==> src/rtl/m_prefetch_queue.sv <==
// Instruction prefetch queue: one-word-per-cycle fetch from a 1-cycle imem into a FIFO popped by decode.
// Optional PREFETCH_BYPASS_EN forwards an arriving word straight to decode when the queue is empty.
module m_prefetch_queue #(
    parameter int          DEPTH    = 4,
    parameter logic [31:0] RESET_PC = 32'h0
) (
    input  logic        w_clock,
    input  logic        w_reset,
    input  logic        w_redirect,
    input  logic [31:0] w_redirect_pc,
    output logic        w_imem_req,
    output logic [31:0] w_imem_addr,
    input  logic [31:0] w_imem_data,
    input  logic        w_ready,
    output logic        w_valid,
    output logic [31:0] w_ir,
    output logic [31:0] w_pc
);

    localparam int AW = (DEPTH > 1) ? $clog2(DEPTH) : 1;
    localparam int CW = AW + 1;
    localparam logic [CW-1:0] DEPTH_C   = CW'(DEPTH);
    localparam logic [CW:0]   DEPTH_OCC = (CW + 1)'(DEPTH);
    localparam logic [31:0]   NOP       = 32'h0000_0013;

    logic [31:0]   r_fpc;
    logic          r_pend;
    logic [31:0]   r_pend_pc;
    logic [AW-1:0] r_wptr;
    logic [AW-1:0] r_rptr;
    logic [CW-1:0] r_count;
    logic [31:0]   r_mem_ir [DEPTH];
    logic [31:0]   r_mem_pc [DEPTH];

    logic          resp;
    logic          empty;
    logic          push;
    logic          pop;
    logic [CW:0]   occ;

    // Occupancy counts the in-flight word so a full queue never receives a push.
    assign occ         = {1'b0, r_count} + {{CW{1'b0}}, r_pend};
    assign w_imem_req  = !w_reset && !w_redirect && (occ < DEPTH_OCC);
    assign w_imem_addr = r_fpc;
    assign resp        = r_pend && !w_redirect && !w_reset;
    assign empty       = (r_count == '0);

`ifdef PREFETCH_BYPASS_EN
    logic byp;

    assign byp     = empty && resp;
    assign w_valid = (!empty || byp) && !w_redirect && !w_reset;
    assign w_ir    = !w_valid ? NOP   : (byp ? w_imem_data : r_mem_ir[r_rptr]);
    assign w_pc    = !w_valid ? 32'h0 : (byp ? r_pend_pc   : r_mem_pc[r_rptr]);
    assign push    = resp && !(byp && w_ready);
    assign pop     = w_valid && w_ready && !empty;
`else
    assign w_valid = !empty && !w_redirect && !w_reset;
    assign w_ir    = w_valid ? r_mem_ir[r_rptr] : NOP;
    assign w_pc    = w_valid ? r_mem_pc[r_rptr] : 32'h0;
    assign push    = resp;
    assign pop     = w_valid && w_ready;
`endif

    always_ff @(posedge w_clock) begin
        if (w_reset) begin
            r_fpc     <= RESET_PC;
            r_pend    <= 1'b0;
            r_pend_pc <= '0;
            r_wptr    <= '0;
            r_rptr    <= '0;
            r_count   <= '0;
        end else if (w_redirect) begin
            r_fpc   <= w_redirect_pc & 32'hFFFF_FFFC;
            r_pend  <= 1'b0;
            r_wptr  <= '0;
            r_rptr  <= '0;
            r_count <= '0;
        end else begin
            r_pend <= w_imem_req;
            if (w_imem_req) begin
                r_fpc     <= r_fpc + 32'd4;
                r_pend_pc <= r_fpc;
            end
            if (push)
                r_wptr <= r_wptr + AW'(1);
            if (pop)
                r_rptr <= r_rptr + AW'(1);
            if (push && !pop)
                r_count <= r_count + CW'(1);
            else if (pop && !push)
                r_count <= r_count - CW'(1);
        end
    end

    always_ff @(posedge w_clock) begin
        if (push) begin
            r_mem_ir[r_wptr] <= w_imem_data;
            r_mem_pc[r_wptr] <= r_pend_pc;
        end
    end

    always_ff @(posedge w_clock) begin
        if (!w_reset)
            assert (!(push && r_count == DEPTH_C));
    end

endmodule

==> config.mk <==
export PLATFORM = sky130hd
export DESIGN_NAME = m_prefetch_queue
export DESIGN_NICKNAME = d
export VERILOG_FILES = /design/src/rtl/m_prefetch_queue.sv
export SDC_FILE = /design/constraint.sdc
export NUM_CORES = 1
export LEC_CHECK = 0
export BUFFER_PORTS_ARGS = -buffer_cell sky130_fd_sc_hd__buf_4
export CAP_MARGIN = 0
export CORE_ASPECT_RATIO = 1.4
export CORE_MARGIN = 5
export CORE_UTILIZATION = 30
export CTS_BUF_LIST = sky130_fd_sc_hd__clkbuf_8 sky130_fd_sc_hd__clkbuf_16
export CTS_CLUSTER_DIAMETER = 50
export DETAILED_ROUTE_END_ITERATION = 10
export PLACE_DENSITY = 0.57
export SLEW_MARGIN = 20
export SYNTH_ARGS = -nofsm -noshare
export SYNTH_HDL_FRONTEND = slang
export SYNTH_SLANG_ARGS = --single-unit
==> constraint.sdc <==
create_clock -name w_clock -period 9.5 [get_ports w_clock]
set_clock_uncertainty 0.15 [all_clocks]
set_input_delay 1.9 -clock w_clock [delete_from_list [all_inputs] [get_ports w_clock]]
set_output_delay 1.9 -clock w_clock [all_outputs]
set_load 0.01 [all_outputs]
==> impl_metrics.tcl <==
set metrics [dict create \
    fin_cells 1521 \
    synthAdderAreaFrac 0.00756 \
    wire_per_inst_um 19.5 \
    drt_first_pass_iters 4 \
    viasPerCell 4.69 \
    area.growth.synth_to_final_pct 23.6 \
    grt_use_total 0.128 \
    max_slew_margin 0.304 \
    period_share 0.651 \
    powerDensity_nw_per_um2 193 \
    startpoint_type "input port" \
    critPathMaxFanout 62 \
    htreeDepth 2 \
    drtAntennaViolNets 0 \
    period_needed_ps 6190 \
    first_global_vias 7612 \
    grt_use_met1 0.157 \
    maxSlewViolCount 0 \
    postCtsSetupRepairBufs 0 \
    status "finished, final reports clean" \
    cp_common_cell "buf_4" \
    crit_path_max_incr_delay_ps 590 \
    nFillCells 4007 \
    rsz0062_at_grt "no" \
    worst_ep_arrival_time_ps 4140 \
    fmax_ghz 0.162 \
    die_area_um2 46200 \
    finalSetupViolCount 0 \
    clk_pin_slew_ps 60 \
    grt_use_met3 0.0286 \
    tns_ps 0 \
    numCtsBuffers 36 \
    num_rows 88 \
    drc_errors 0 \
    grt_max_degree 63 \
    wl_um 29700 \
    die_h_um 252 \
    muxShareOfSynthArea 0.119 \
    ys_seq_area_frac 0.703 \
    yosysWarnings 0 \
    clockRootBuffer "clkbuf_16" \
    cts_sinks 318 \
    grt_overflow 0 \
    tightest_slew_ps 1040 \
    ctsResizeCount 0 \
    synth_seq_cells 318 \
    power_mw 3.01 \
    core_um2 41400 \
    cts_tree "yes" \
    synth_top_family_by_area "multiplexers" \
    drt_iter0_drc 311 \
    clockBufferDepth 3 \
    crit_required_ps 7450 \
    crit_type "in -> out" \
    synthSimpleGateAreaFrac 0.0993 \
    hold_viol_final 0 \
    grt_pass1_wl_um 45900 \
    post-place-cells 1455 \
    start_util 0.304 \
    port_buffers 159 \
    grt_busiest_layer "met2" \
    ys_types 48 \
    crit_chain "buf_4, or2_1, nor2_4, buf_4, and2_1, buf_4" \
    netlist_instances 791 \
    hold_buffers 0 \
    end_kind "primary output" \
    antenna_found_initial 0 \
    ir_worst_vdd_uv 89.7 \
    num_antenna_cells 0 \
    drive_gt1_frac 0.313 \
    dieWidth_um 183 \
    via_count 7140 \
    slowest_stage "nor2_4" \
    syn_area_per_cell_um2 15.9 \
    globalplace.congestion 0.735 \
    nNetsFinal 1028 \
    crit_buf_inv 3 \
    io_pins 166 \
    synth_xor_area_frac 0.0167 \
    critical-path-top-delay-family "simple AND/OR/NAND/NOR gates" \
    use_met2 0.226 \
    insertion_delay_ps 520 \
    synth-compound-area-share 0.0349 \
    netlist_area_um2 12600 \
    hold_class "reg -> reg" \
    maxCapViolCount 0 \
    p_leak_nw 5.54 \
    place.detailed.hpwl_um 17900 \
]
## path summary, 6_finish.rpt
path,startpoint,endpoint,slack (ps),depth (start not counted)
max reg2reg,r_pend,w_imem_addr[12],6830,7
max,w_reset,w_pc[28],3310,6
min,r_pend_pc[30],r_pend_pc[30],350,2
min reg2reg,r_pend_pc[30],r_pend_pc[30],350,2
## stage by stage
| stage | hold slack, ps | area [um^2] | utilization | setup slack (ps) |
|---|---|---|---|---|
| 2_1_floorplan | 310 | 12600 | - | 4330 |
| 3_3_place_gp | 327 | 14400 | 0.347 | 3210 |
| 3_5_place_dp | 343 | 14400 | 0.347 | 3170 |
| 4_1_cts | 352 | 15500 | 0.375 | 3160 |
| 5_1_grt | 365 | 15500 | 0.375 | 3030 |
| 6_report | 345 | 15500 | 0.375 | 3310 |
## final cells by class
cell class	count	area, um^2	share of cell area
Clock buffer	39	965	0.0621
Clock inverter	27	221	0.0142
Inverter	10	37.5	0.00241
Multi-Input combinational cell	419	3530	0.227
Sequential cell	318	8860	0.570
Tap cell	540	676	0.0435
Timing Repair Buffer	168	1260	0.0811
## kinds of logic (layout without fill, tap and decap cells)
kind of cell | Yosys count | in the layout
adder cells (fa/ha/maj) | 7 | 7
AND/OR/NAND/NOR | 240 | 240
other | 1 | 4
XOR/XNOR | 24 | 24
AO/OA/AOI/OAI | 73 | 73
buffers and inverters | 57 | 244
multiplexers | 71 | 71
flip-flops | 318 | 318
## worst register-to-register path, stage by stage (launching register included)
cell and delay, ps:
dfxtp_1 430, a31oi_4 500, nand2_1 100, buf_4 270
inv_2 550, nand3_1 170, mux2_2 300, a21oi_1 140
## cells in the mapped netlist (all sizes together)
cell type    n  area [um^2]
buf         13         73.8
nor4b        1         23.8
fa           1         20.0
or2          2         12.5
o22ai        1         6.26
nor2        26         97.6
conb         1         3.75
a31o         1         8.76
or3          6         37.5
and3        12         75.1
mux2i        4         40.0
nand4       12         81.3
mux2         5         56.3
and2        64          400
and4         5         43.8
a211oi      12         90.1
a2bb2oi      1         8.76
xor2        16          140
a21oi       47          239
dfxtp       70         1400
o31a         1         8.76
a31oi        5         46.3
o21a         1         7.51
nor3         7         50.1
ha           6         75.1
nand3       12         65.1
inv         10         37.5
a41oi        1         8.76
xnor2        8         70.1
nor4         1         6.26
nand2       90          338
edfxtp     248         7450
o21ai        3         15.0
clkbuf      34          129
nand4b       2         17.5
mux4        62         1400
## routing by layer
metal  share of wire  routed length [um]  vias up
met3           0.053                1580       36
met4           0.019                 578        0
li1                -                   -     3320
met2            0.51               15300      180
met5               0                   0        -
met1            0.41               12200     3604
## flip-flops by register name (all words and copies together) (netlist names), named ones only
name / count
r_count: 3
r_mem_ir: 128
r_mem_pc: 120
r_pend: 1
r_pend_pc: 30
r_rptr: 2
r_wptr: 2
w_imem_addr: 30
## placed cells by master, fill, tap and decap left out, types with 2 or more instances in the layout
cell type / count
ha_1: 6
and4_1: 5
mux2i_1: 4
dfxtp_4: 2
bufinv_16: 2
nand2_1: 90
edfxtp_1: 248
clkbuf_16: 38
a21oi_1: 46
xnor2_1: 8
nor3_2: 3
or3_1: 6
mux2_2: 4
xor2_1: 16
nand3_1: 11
mux4_2: 62
inv_1: 15
clkinv_2: 4
conb_1: 4
nand4_1: 11
and2_1: 63
nand4b_1: 2
nor2_1: 25
a31oi_1: 4
inv_6: 4
nor3_1: 4
clkinv_1: 4
and3_4: 4
buf_4: 168
o21ai_0: 3
inv_8: 2
a211oi_1: 12
and3_1: 8
dfxtp_1: 68
clkinvlp_4: 4
## report_power, final
group	internal, mW	switching [mW]
Sequential	1.51	0.0224
Combinational	0.0486	0.0558
Clock	0.800	0.569
Total	2.36	0.647
No activity file was read; power rests on OpenSTA's default activity.
